[src/rtl/rcc_cfg_pkg.sv]
// Shared types for the RCC configuration initiator: op encoding, FSM states,
// the response payload and the POLL compare helper.
package rcc_cfg_pkg;

    localparam int unsigned CFG_AW = 32;
    localparam int unsigned CFG_DW = 32;

    typedef enum logic [1:0] {
        OP_WRITE = 2'd0,
        OP_READ  = 2'd1,
        OP_POLL  = 2'd2,
        OP_RSVD  = 2'd3
    } op_e;

    typedef enum logic [1:0] {
        ST_IDLE = 2'd0,
        ST_BUS  = 2'd1,
        ST_GAP  = 2'd2,
        ST_RSP  = 2'd3
    } state_e;

    typedef struct packed {
        logic [CFG_DW-1:0] rdata;
        logic              err;
    } rsp_t;

    // True when the read value equals the expected value on every masked bit.
    function automatic logic poll_match(input logic [CFG_DW-1:0] rdata,
                                        input logic [CFG_DW-1:0] data,
                                        input logic [CFG_DW-1:0] mask);
        return ((rdata ^ data) & mask) == '0;
    endfunction

endpackage

[src/rtl/rcc_cfg_if.sv]
// Command, response and register-bus signals of the RCC configuration initiator.
// master = initiator side, slave = sequencer/register-file side.
interface rcc_cfg_if
    import rcc_cfg_pkg::*;
#(
    parameter int unsigned AW = CFG_AW,
    parameter int unsigned DW = CFG_DW,
    parameter int unsigned WW = DW / 8
);

    logic          cmd_valid;
    logic          cmd_ready;
    logic [1:0]    cmd_op;
    logic [AW-1:0] cmd_addr;
    logic [DW-1:0] cmd_data;
    logic [DW-1:0] cmd_mask;
    logic [WW-1:0] cmd_strb;

    logic          rsp_valid;
    logic          rsp_ready;
    logic [DW-1:0] rsp_rdata;
    logic          rsp_err;

    logic          bus_req;
    logic          bus_we;
    logic [AW-1:0] bus_addr;
    logic [DW-1:0] bus_wdata;
    logic [WW-1:0] bus_wstrb;
    logic          bus_ack;
    logic [DW-1:0] bus_rdata;

    modport master (
        input  cmd_valid, cmd_op, cmd_addr, cmd_data, cmd_mask, cmd_strb,
        input  rsp_ready, bus_ack, bus_rdata,
        output cmd_ready, rsp_valid, rsp_rdata, rsp_err,
        output bus_req, bus_we, bus_addr, bus_wdata, bus_wstrb
    );

    modport slave (
        output cmd_valid, cmd_op, cmd_addr, cmd_data, cmd_mask, cmd_strb,
        output rsp_ready, bus_ack, bus_rdata,
        input  cmd_ready, rsp_valid, rsp_rdata, rsp_err,
        input  bus_req, bus_we, bus_addr, bus_wdata, bus_wstrb
    );

endinterface

[src/rtl/rcc_cfg_poll_timer.sv]
// POLL bookkeeping: number of completed poll reads and idle cycles spent in the
// inter-read gap. gap_done_c/timeout_c are decoded from the counters.
module rcc_cfg_poll_timer #(
    parameter int unsigned POLL_TIMEOUT = 1024,
    parameter int unsigned POLL_GAP     = 4
) (
    input  logic clk,
    input  logic rst,
    input  logic start,
    input  logic tick,
    input  logic clear,
    output logic gap_done_c,
    output logic timeout_c
);

    localparam int unsigned PW       = $clog2(POLL_TIMEOUT + 1);
    localparam int unsigned GW       = (POLL_GAP > 0) ? $clog2(POLL_GAP + 1) : 1;
    localparam int unsigned GAP_LAST = (POLL_GAP > 0) ? POLL_GAP - 1 : 0;

    logic [PW-1:0] poll_cnt;
    logic [GW-1:0] gap_cnt;

    // Both counters saturate so a stuck FSM can never wrap them.
    always_ff @(posedge clk) begin
        if (rst) begin
            poll_cnt <= '0;
            gap_cnt  <= '0;
        end else begin
            if (start) begin
                poll_cnt <= '0;
            end else if (tick && (poll_cnt != PW'(POLL_TIMEOUT))) begin
                poll_cnt <= poll_cnt + PW'(1);
            end

            if (clear) begin
                gap_cnt <= '0;
            end else if (gap_cnt != GW'(POLL_GAP)) begin
                gap_cnt <= gap_cnt + GW'(1);
            end
        end
    end

    // With POLL_GAP of 0 the single mandatory idle cycle is the whole gap.
    assign gap_done_c = (gap_cnt == GW'(GAP_LAST));
    // Asserted while the read now completing is the last one allowed.
    assign timeout_c  = (poll_cnt == PW'(POLL_TIMEOUT - 1));

endmodule

[src/rtl/rcc_cfg_initiator.sv]
// Register-bus initiator for RCC bring-up: turns WRITE/READ/POLL commands into
// single-outstanding req/ack transactions and returns one response per command.
module rcc_cfg_initiator
    import rcc_cfg_pkg::*;
#(
    parameter int unsigned AW           = CFG_AW,
    parameter int unsigned DW           = CFG_DW,
    parameter int unsigned WW           = DW / 8,
    parameter int unsigned POLL_TIMEOUT = 1024,
    parameter int unsigned POLL_GAP     = 4
) (
    input  logic     clk,
    input  logic     rst,
    rcc_cfg_if.master io,
    output logic     busy
);

    state_e        state_q;
    op_e           op_q;
    logic [DW-1:0] data_q;
    logic [DW-1:0] mask_q;
    logic          cmd_ready_q;
    logic          rsp_valid_q;
    rsp_t          rsp_q;
    logic          bus_req_q;
    logic          bus_we_q;
    logic [AW-1:0] bus_addr_q;
    logic [DW-1:0] bus_wdata_q;
    logic [WW-1:0] bus_wstrb_q;
    logic          busy_q;

    op_e  op_c;
    logic accept_c;
    logic ack_c;
    logic tick_c;
    logic match_c;
    logic gap_clr_c;
    logic gap_done_c;
    logic timeout_c;

    assign op_c      = op_e'(io.cmd_op);
    assign accept_c  = (state_q == ST_IDLE) && cmd_ready_q && io.cmd_valid;
    // An ack only counts while a request is actually outstanding.
    assign ack_c     = (state_q == ST_BUS) && bus_req_q && io.bus_ack;
    assign tick_c    = ack_c && (op_q == OP_POLL);
    assign match_c   = poll_match(CFG_DW'(io.bus_rdata), CFG_DW'(data_q), CFG_DW'(mask_q));
    assign gap_clr_c = (state_q != ST_GAP);

    rcc_cfg_poll_timer #(
        .POLL_TIMEOUT (POLL_TIMEOUT),
        .POLL_GAP     (POLL_GAP)
    ) u_poll_timer (
        .clk        (clk),
        .rst        (rst),
        .start      (accept_c),
        .tick       (tick_c),
        .clear      (gap_clr_c),
        .gap_done_c (gap_done_c),
        .timeout_c  (timeout_c)
    );

    always_ff @(posedge clk) begin
        if (rst) begin
            state_q     <= ST_IDLE;
            op_q        <= OP_WRITE;
            data_q      <= '0;
            mask_q      <= '0;
            cmd_ready_q <= 1'b1;
            rsp_valid_q <= 1'b0;
            rsp_q       <= '0;
            bus_req_q   <= 1'b0;
            bus_we_q    <= 1'b0;
            bus_addr_q  <= '0;
            bus_wdata_q <= '0;
            bus_wstrb_q <= '0;
            busy_q      <= 1'b0;
        end else begin
            unique case (state_q)
                ST_IDLE: begin
                    if (accept_c) begin
                        op_q        <= op_c;
                        data_q      <= io.cmd_data;
                        mask_q      <= io.cmd_mask;
                        cmd_ready_q <= 1'b0;
                        busy_q      <= 1'b1;
                        if (op_c == OP_RSVD) begin
                            state_q     <= ST_RSP;
                            rsp_valid_q <= 1'b1;
                            rsp_q       <= '{rdata: '0, err: 1'b1};
                        end else begin
                            state_q     <= ST_BUS;
                            bus_req_q   <= 1'b1;
                            bus_we_q    <= (op_c == OP_WRITE);
                            bus_addr_q  <= io.cmd_addr;
                            bus_wdata_q <= io.cmd_data;
                            bus_wstrb_q <= (op_c == OP_WRITE) ? io.cmd_strb : '1;
                        end
                    end
                end

                ST_BUS: begin
                    if (ack_c) begin
                        bus_req_q <= 1'b0;
                        unique case (op_q)
                            OP_WRITE: begin
                                state_q     <= ST_RSP;
                                rsp_valid_q <= 1'b1;
                                rsp_q       <= '{rdata: '0, err: 1'b0};
                            end
                            OP_READ: begin
                                state_q     <= ST_RSP;
                                rsp_valid_q <= 1'b1;
                                rsp_q       <= '{rdata: CFG_DW'(io.bus_rdata), err: 1'b0};
                            end
                            OP_POLL: begin
                                rsp_q.rdata <= CFG_DW'(io.bus_rdata);
                                if (match_c || timeout_c) begin
                                    state_q     <= ST_RSP;
                                    rsp_valid_q <= 1'b1;
                                    rsp_q.err   <= !match_c;
                                end else begin
                                    state_q <= ST_GAP;
                                end
                            end
                            OP_RSVD: begin
                                state_q     <= ST_RSP;
                                rsp_valid_q <= 1'b1;
                                rsp_q       <= '{rdata: '0, err: 1'b1};
                            end
                        endcase
                    end
                end

                // Bus stays idle here; the next poll read issues when the gap expires.
                ST_GAP: begin
                    if (gap_done_c) begin
                        state_q   <= ST_BUS;
                        bus_req_q <= 1'b1;
                    end
                end

                ST_RSP: begin
                    if (io.rsp_ready) begin
                        state_q     <= ST_IDLE;
                        rsp_valid_q <= 1'b0;
                        cmd_ready_q <= 1'b1;
                        busy_q      <= 1'b0;
                    end
                end
            endcase
        end
    end

    assign io.cmd_ready = cmd_ready_q;
    assign io.rsp_valid = rsp_valid_q;
    assign io.rsp_rdata = DW'(rsp_q.rdata);
    assign io.rsp_err   = rsp_q.err;
    assign io.bus_req   = bus_req_q;
    assign io.bus_we    = bus_we_q;
    assign io.bus_addr  = bus_addr_q;
    assign io.bus_wdata = bus_wdata_q;
    assign io.bus_wstrb = bus_wstrb_q;
    assign busy         = busy_q;

endmodule

[src/flat_wrapper.sv]
// flat-port wrapper written by rule: the top's interface ports become plain ports
module rcc_cfg_initiator_flat import rcc_cfg_pkg::*;
#(
    parameter int unsigned AW           = CFG_AW,
    parameter int unsigned DW           = CFG_DW,
    parameter int unsigned WW           = DW / 8,
    parameter int unsigned POLL_TIMEOUT = 1024,
    parameter int unsigned POLL_GAP     = 4
)
  (clk, rst, busy, io_cmd_valid, io_cmd_op, io_cmd_addr, io_cmd_data, io_cmd_mask, io_cmd_strb, io_rsp_ready, io_bus_ack, io_bus_rdata, io_cmd_ready, io_rsp_valid, io_rsp_rdata, io_rsp_err, io_bus_req, io_bus_we, io_bus_addr, io_bus_wdata, io_bus_wstrb);
  rcc_cfg_if #(.AW(AW), .DW(DW), .WW(WW)) io_i ();
  input  logic clk;
  input  logic rst;
  output logic busy;
  input wire logic [$bits(io_i.cmd_valid)-1:0] io_cmd_valid;
  input wire logic [$bits(io_i.cmd_op)-1:0] io_cmd_op;
  input wire logic [$bits(io_i.cmd_addr)-1:0] io_cmd_addr;
  input wire logic [$bits(io_i.cmd_data)-1:0] io_cmd_data;
  input wire logic [$bits(io_i.cmd_mask)-1:0] io_cmd_mask;
  input wire logic [$bits(io_i.cmd_strb)-1:0] io_cmd_strb;
  input wire logic [$bits(io_i.rsp_ready)-1:0] io_rsp_ready;
  input wire logic [$bits(io_i.bus_ack)-1:0] io_bus_ack;
  input wire logic [$bits(io_i.bus_rdata)-1:0] io_bus_rdata;
  output wire logic [$bits(io_i.cmd_ready)-1:0] io_cmd_ready;
  output wire logic [$bits(io_i.rsp_valid)-1:0] io_rsp_valid;
  output wire logic [$bits(io_i.rsp_rdata)-1:0] io_rsp_rdata;
  output wire logic [$bits(io_i.rsp_err)-1:0] io_rsp_err;
  output wire logic [$bits(io_i.bus_req)-1:0] io_bus_req;
  output wire logic [$bits(io_i.bus_we)-1:0] io_bus_we;
  output wire logic [$bits(io_i.bus_addr)-1:0] io_bus_addr;
  output wire logic [$bits(io_i.bus_wdata)-1:0] io_bus_wdata;
  output wire logic [$bits(io_i.bus_wstrb)-1:0] io_bus_wstrb;
  assign io_i.cmd_valid = io_cmd_valid;
  assign io_i.cmd_op = io_cmd_op;
  assign io_i.cmd_addr = io_cmd_addr;
  assign io_i.cmd_data = io_cmd_data;
  assign io_i.cmd_mask = io_cmd_mask;
  assign io_i.cmd_strb = io_cmd_strb;
  assign io_i.rsp_ready = io_rsp_ready;
  assign io_i.bus_ack = io_bus_ack;
  assign io_i.bus_rdata = io_bus_rdata;
  assign io_cmd_ready = io_i.cmd_ready;
  assign io_rsp_valid = io_i.rsp_valid;
  assign io_rsp_rdata = io_i.rsp_rdata;
  assign io_rsp_err = io_i.rsp_err;
  assign io_bus_req = io_i.bus_req;
  assign io_bus_we = io_i.bus_we;
  assign io_bus_addr = io_i.bus_addr;
  assign io_bus_wdata = io_i.bus_wdata;
  assign io_bus_wstrb = io_i.bus_wstrb;
  rcc_cfg_initiator #(.AW(AW), .DW(DW), .WW(WW), .POLL_TIMEOUT(POLL_TIMEOUT), .POLL_GAP(POLL_GAP)) u_core (.clk(clk), .rst(rst), .io(io_i), .busy(busy));
endmodule
[config.mk]
export PLATFORM = sky130hd
export DESIGN_NAME = rcc_cfg_initiator_flat
export DESIGN_NICKNAME = d
export VERILOG_FILES = /design/src/rtl/rcc_cfg_pkg.sv /design/src/rtl/rcc_cfg_if.sv /design/src/rtl/rcc_cfg_poll_timer.sv /design/src/rtl/rcc_cfg_initiator.sv /design/src/flat_wrapper.sv
export SDC_FILE = /design/constraint.sdc
export NUM_CORES = 1
export LEC_CHECK = 0
export CAP_MARGIN = 20
export CORE_MARGIN = 5
export CORE_UTILIZATION = 41
export DETAILED_ROUTE_END_ITERATION = 10
export PLACE_DENSITY = 0.72
export SLEW_MARGIN = 0
export SYNTH_ARGS = -nofsm -noshare
export SYNTH_HDL_FRONTEND = slang
export SYNTH_HIERARCHICAL = 1
export SYNTH_SLANG_ARGS = --single-unit
export TNS_END_PERCENT = 50
[constraint.sdc]
create_clock -name clk -period 1.6 [get_ports clk]
set_input_delay 0.32 -clock clk [delete_from_list [all_inputs] [get_ports clk]]
set_output_delay 0.32 -clock clk [all_outputs]
set_load 0.005 [all_outputs]
==> impl_metrics.ini, run 1 <==
[clock_tree]
cts_max_path_buffers = 2
cts_tree = yes
cts.clk_slew.worst_paths_ns = 0.07
htree_levels = 4
clock-sinks = 188
cts_made_buffers = 17
cts-root-buf = clkbuf_16
insertion_delay_ns = 0.43
hold_buffers = 0

[die]
die-height_um = 145
start_util_pct = 41.5
fp.coreArea_um2 = 17900
ioPinCount = 245
row_count = 49
die_w_um = 145
die_area_um2 = 20900

[global_routing]
grt_max_degree = 78
grt_pass1_vias = 6939
grt_overflow = 0
grt_pass1_wl_um = 37100
grt.total_usage_pct = 22.8
antenna_found_initial = 0

[sta]
hold_viol_final = 0
drv_slew = 0
setup_slack_ns = -0.250
max_freq_mhz = 541
fin_crit_sh_pct = 116
holdWs_ns = 0.213
setup_viol = 120
worstMarginPinSlew_ns = 0.596
min_period_ns = 1.85
maxSlewHeadroom_pct = 59.7
setup_tns_ns = -10.88
rsz0062_at_grt = yes
skew_ns = 0.0108

[min_path]
hp-class = input port to flip-flop
worstHoldStart = io_bus_rdata[25]
hold_path_end = u_core/io.rsp_rdata[25]
holdPathStages = 3

[power]
ir_drop_uv = 791
power.density_nw_per_um2 = 1050
leakagePower_nw = 4.50
fin_total_pwr_mw = 11.6

[synth]
ys.flop_type = dfxtp_1
synth_cell_types = 46
synth.avg_cell_area_um2 = 8.00
syn_inst = 928
synth_edf_count = 0
synth_fp_nets = 1072
synthArstFlopShare_pct = 0
ys_seq_elements = 188
synth-seq-area-share_pct = 50.7
syn-cell-area_um2 = 7420
yosysWarnings = 6

[placed_design]
post-place-ws_ns = -0.749
gp_congestion = 0.825
hpwl_um = 17300
placedCellCount = 1392
dpl-instance-area_um2 = 10400
io_buffers = 244

[drt]
viasPerCell = 5.13
first_iter_violations = 591
drt-pass1-iter-count = 5
ant_nets = 0
drc = 0
vias = 7344
wl_per_cell_um = 17.1
routed_wl_um = 24500

[cells_and_area]
syn2layout_area_growth_pct = 49.1
layout-drive-gt1-share_pct = 9.73
final_cells = 1431
fin_util_pct = 61.8
fin_nets = 1333
diodes = 0
final_area_um2 = 11100

[critical_path]
cp-start-kind = input port
cp.arrival_ns = 2.18
critical_path_class = input port to flip-flop
reg2reg_depth = 7
crit_path_max_fanout = 4
endpoint_kind = flip-flop
timing.rr.start = u_core/data_q[15]
required_ns = 1.93
r2r-end = u_core/state_q[0]
rrSetupSlack_ns = -0.24

[status]
status = complete, but fails checks
violations = negative setup slack

[run]
cap_violations = 0
final cells by class:
cell class              instances  area (um^2)
flip-flops and latches        188         3770
clock inverters                12          116
well taps                     229          287
clock buffers                  20          447
multi-input cells             666         3410
inverters                      10         42.5
repair buffers                306         3000
fillers                      1600         6830
flip-flops by register name (all words and copies together) (netlist names), 2 cells and up:
| name | flops |
|---|---|
| u_core/data_q | 32 |
| u_core/io.bus_addr | 32 |
| u_core/io.bus_wdata | 32 |
| u_core/io.rsp_rdata | 32 |
| u_core/mask_q | 32 |
| u_core/u_poll_timer/poll_cnt | 11 |
| u_core/io.bus_wstrb | 4 |
| u_core/u_poll_timer/gap_cnt | 3 |
| u_core/op_q | 2 |
| u_core/state_q | 2 |
worst max path at each step:
stage                 startpoint                         endpoint  slack [ns]  cells after the start
2_1_floorplan  u_core/state_q[1]  u_core/u_poll_timer/poll_cnt[9]       -0.08                      7
3_5_place_dp    io_bus_rdata[25]              u_core/io.rsp_valid       -0.75                      9
3_3_place_gp    io_bus_rdata[29]                u_core/state_q[0]       -0.72                      8
5_1_grt        u_core/data_q[25]                u_core/state_q[0]       -0.36                      8
4_1_cts        u_core/data_q[25]                u_core/state_q[0]       -0.25                      8
6_report        io_bus_rdata[27]                u_core/state_q[0]       -0.25                      8
metal layers:
metal  share of wire, %  wire length [um]  GRT usage (%)  up-vias
met5                  0                 0              0        -
met2                 46             11400           35.6      273
li1                   -                 -              -     3639
met4                2.7               652           8.79        0
met1                 43             10500           30.2     3391
met3                8.2              2020           6.08       41
cell usage after synthesis (5+ instances only):
master / n / area (um^2)
dfxtp_1: 188 / 3760
or4_1: 5 / 37.5
nand3_1: 38 / 190
buf_2: 19 / 95.1
ha_1: 5 / 62.6
nand2b_1: 5 / 31.3
xor2_1: 34 / 298
nor2_1: 18 / 67.6
clkbuf_1: 37 / 139
nor3_1: 5 / 25.0
a22oi_1: 16 / 120
o21ai_0: 7 / 35.0
nand4_1: 6 / 37.5
inv_1: 10 / 37.5
nand2_1: 302 / 1130
a21oi_1: 180 / 901
power breakdown:
part           switching, mW  total [mW]  internal (mW)
Sequential             0.202        5.19           4.99
Combinational           1.19        2.39           1.20
Clock                   1.85        4.05           2.20
Total                   3.24        11.6           8.39
worst max-delay path, cell delays in order:
cell             delay (ns)
clkdlybuf4s50_1        0.45
xor2_1                 0.20
a22oi_1                0.23
nand4_1                0.18
buf_4                  0.18
nor4_4                 0.31
o21ai_1                0.09
a211oi_1               0.22
placed cells by master (no fill, tap or decap), types with 3 or more instances in the layout:
cell,count
nand2_1,301
dfxtp_1,184
a21oi_1,180
clkdlybuf4s50_1,144
dlygate4sd2_1,97
buf_4,47
nand3_1,38
xor2_1,34
clkbuf_16,17
nor2_1,17
a22oi_1,12
buf_12,11
inv_1,9
nand4_1,6
clkinvlp_4,5
o21ai_0,5
ha_1,5
nand2b_1,4
o22ai_1,4
a22oi_2,4
o31ai_1,4
nor3_1,4
dfxtp_2,4
nor4b_1,4
or4_1,4
clkinv_4,3
inv_6,3
or3_1,3
cell families after synthesis:
group / count (synthesis) / share of synthesized area [%]
xor gates and xnor gates: 36 / 4.25
AOI/OAI and AO/OA: 224 / 16.6
and+or+nand+nor: 400 / 23.1
buffers and inverters: 74 / 4.42
muxes: 1 / 0.135
DFF: 188 / 50.7
adders and majority gates: 5 / 0.843
what timing repair did:
item                       4_1_cts  5_1_grt
resized for setup              111        6
setup endpoints to repair      207      185
buffers inserted                 3        1
cloned                           3        0
pin swaps                       10        3
Power figures use the tool's default switching activity.
==> run 2: changes to the inputs <==
- CORE_UTILIZATION: 41 -> 47
- CTS_BUF_LIST: default -> sky130_fd_sc_hd__clkbuf_8
- PLACE_DENSITY: 0.72 -> 0.78
- clock period: 1.6 -> 2.1 ns (I/O delays scaled with it)
==> run 2 against run 1 <==
  * The run now ends clean
  * Non-clock buffer count is 27 lower
  * Worst hold slack better by 0.19 ns
  * Via count is 1.3% lower
  * Total power is 30% lower
  * Combinational power is 30% lower
  * Critical path type unchanged
  * Critical endpoint is now u_core/io.rsp_valid
  * Largest power group unchanged
==> impl_metrics.ini, run 2 (same netlist as run 1, synthesis figures left out) <==
[cells_and_area]
most-common-layout-cells = nand2_1 (301), clkdlybuf4s50_1 (243), dfxtp_1 (188)
fin_nets = 1306
layout-drive-gt1-share_pct = 6.56
syn2layout_area_growth_pct = 43.3
fin_util_pct = 67.7
fillCellCount = 1355
layout_commonest_cell = nand2_1
final_cells = 1391
final_area_um2 = 10600

[drt]
ant_nets = 0
routed_wl_um = 23200
drc = 0
viasPerCell = 5.21
drt-pass1-iter-count = 5
wl_per_cell_um = 16.7
first_iter_violations = 535
vias = 7252

[clock_tree]
insertion_delay_ns = 0.45
ctsResizeCount = 0
hold_buffers = 0
htree_levels = 4
postCtsSetupBuffers = 0
cts_tree = yes
clock-sinks = 188
cts_made_buffers = 17
cts-root-buf = clkbuf_8
cts.clk_slew.worst_paths_ns = 0.08
cts_max_path_buffers = 2

[sta]
max_freq_mhz = 495
rsz0062_at_grt = no
skew_ns = 0.0112
drv_slew = 0
setup_viol = 0
min_period_ns = 2.02
maxSlewHeadroom_pct = 63.6
hold_viol_final = 0
worstMarginPinSlew_ns = 0.545
fin_crit_sh_pct = 96.3

[die]
die_w_um = 136
fp.coreArea_um2 = 15700
ioPinCount = 245
row_count = 46
die-height_um = 136
start_util_pct = 47.3
die_area_um2 = 18400

[critical_path]
rrSetupSlack_ns = 0.16
cp-start-kind = input port
critical_path_class = input port to flip-flop
cp.arrival_ns = 2.38
required_ns = 2.46
endpoint_kind = flip-flop
crit_path_max_fanout = 4

[global_routing]
antenna_found_initial = 1
use_met2_pct = 39.0
grt_max_degree = 78
grt.busiest_layer = met2
grt_overflow = 0
grt.total_usage_pct = 24.5
use_met3_pct = 7.47
grtUsageMet1_pct = 31.3
grt_pass1_wl_um = 35500
grt_pass1_vias = 6904

[placed_design]
gp_congestion = 0.872
dpl-instance-area_um2 = 10200
placedCellCount = 1359
hpwl_um = 16900
io_buffers = 244

[status]
status = finished, final reports clean

[min_path]
hp-class = input port to flip-flop

[power]
leakagePower_nw = 3.82
power.density_nw_per_um2 = 765
ir_drop_uv = 435

[run]
cap_violations = 0
## run 2: cell types whose count changed in the layout (fill, tap and decap cells not counted), moves of 5 or more
cell | previous run | this run
dlygate4sd2_1 | 97 | 0
clkdlybuf4s50_1 | 144 | 243
buf_12 | 11 | 6
clkbuf_8 | 1 | 20
clkbuf_16 | 17 | 0
buf_4 | 47 | 29
## run 2: metal layers
layer	vias to the layer above	part of all wire, %
met1	3349	41
met2	294	46
li1	3570	-
met3	39	9.5
met5	-	0
met4	0	2.9
## run 2: worst max-delay path, stage by stage
cell,delay [ns]
clkdlybuf4s50_1,0.45
xor2_1,0.16
a22oi_1,0.33
nand4_1,0.17
buf_4,0.17
nor4_4,0.32
nor2_1,0.10
o41ai_2,0.26
## run 2: path summary, 6_finish.rpt
check,from,endpoint,cells after the start
setup reg to reg,u_core/data_q[25],u_core/io.rsp_valid,7
hold / removal,rst,u_core/io.bus_wstrb[3],2
setup / recovery,io_bus_rdata[25],u_core/io.rsp_valid,8
hold reg to reg,u_core/io.rsp_rdata[27],u_core/io.rsp_rdata[27],2
## run 2: layout make-up
cell class	count	area [um^2]	share of cell area [%]
antenna	1	2.50	0.0235
clock inverter	11	144	1.35
multi-input combinational	666	3370	31.6
sequential	188	3760	35.4
clock buffer	20	275	2.59
tap	216	270	2.54
timing repair buffer	279	2780	26.1
inverter	10	37.5	0.353
## run 2: where the power goes
part / total (mW) / internal [mW] / switching, mW
Sequential: 3.96 / 3.80 / 0.163
Combinational: 1.67 / 0.824 / 0.842
Clock: 2.51 / 1.26 / 1.25
Total: 8.14 / 5.89 / 2.25
## run 2: through the flow
step           hold WS (ns)  setup TNS (ns)  setup WS, ns  power [mW]
6_report              0.406               0        0.0778        8.14
5_1_grt               0.393               0        0.0306        8.53
4_1_cts               0.382               0         0.133        8.21
3_5_place_dp          0.443           -3.23        -0.360        5.71
3_3_place_gp          0.438           -2.26        -0.318        5.68
2_1_floorplan         0.436               0         0.362        4.79
==> run 3: changes to the inputs <==
- SLEW_MARGIN: 0 -> 20
==> results of run 3 <==
No change in the layout: final DEF, timing and power equal those of run 2.
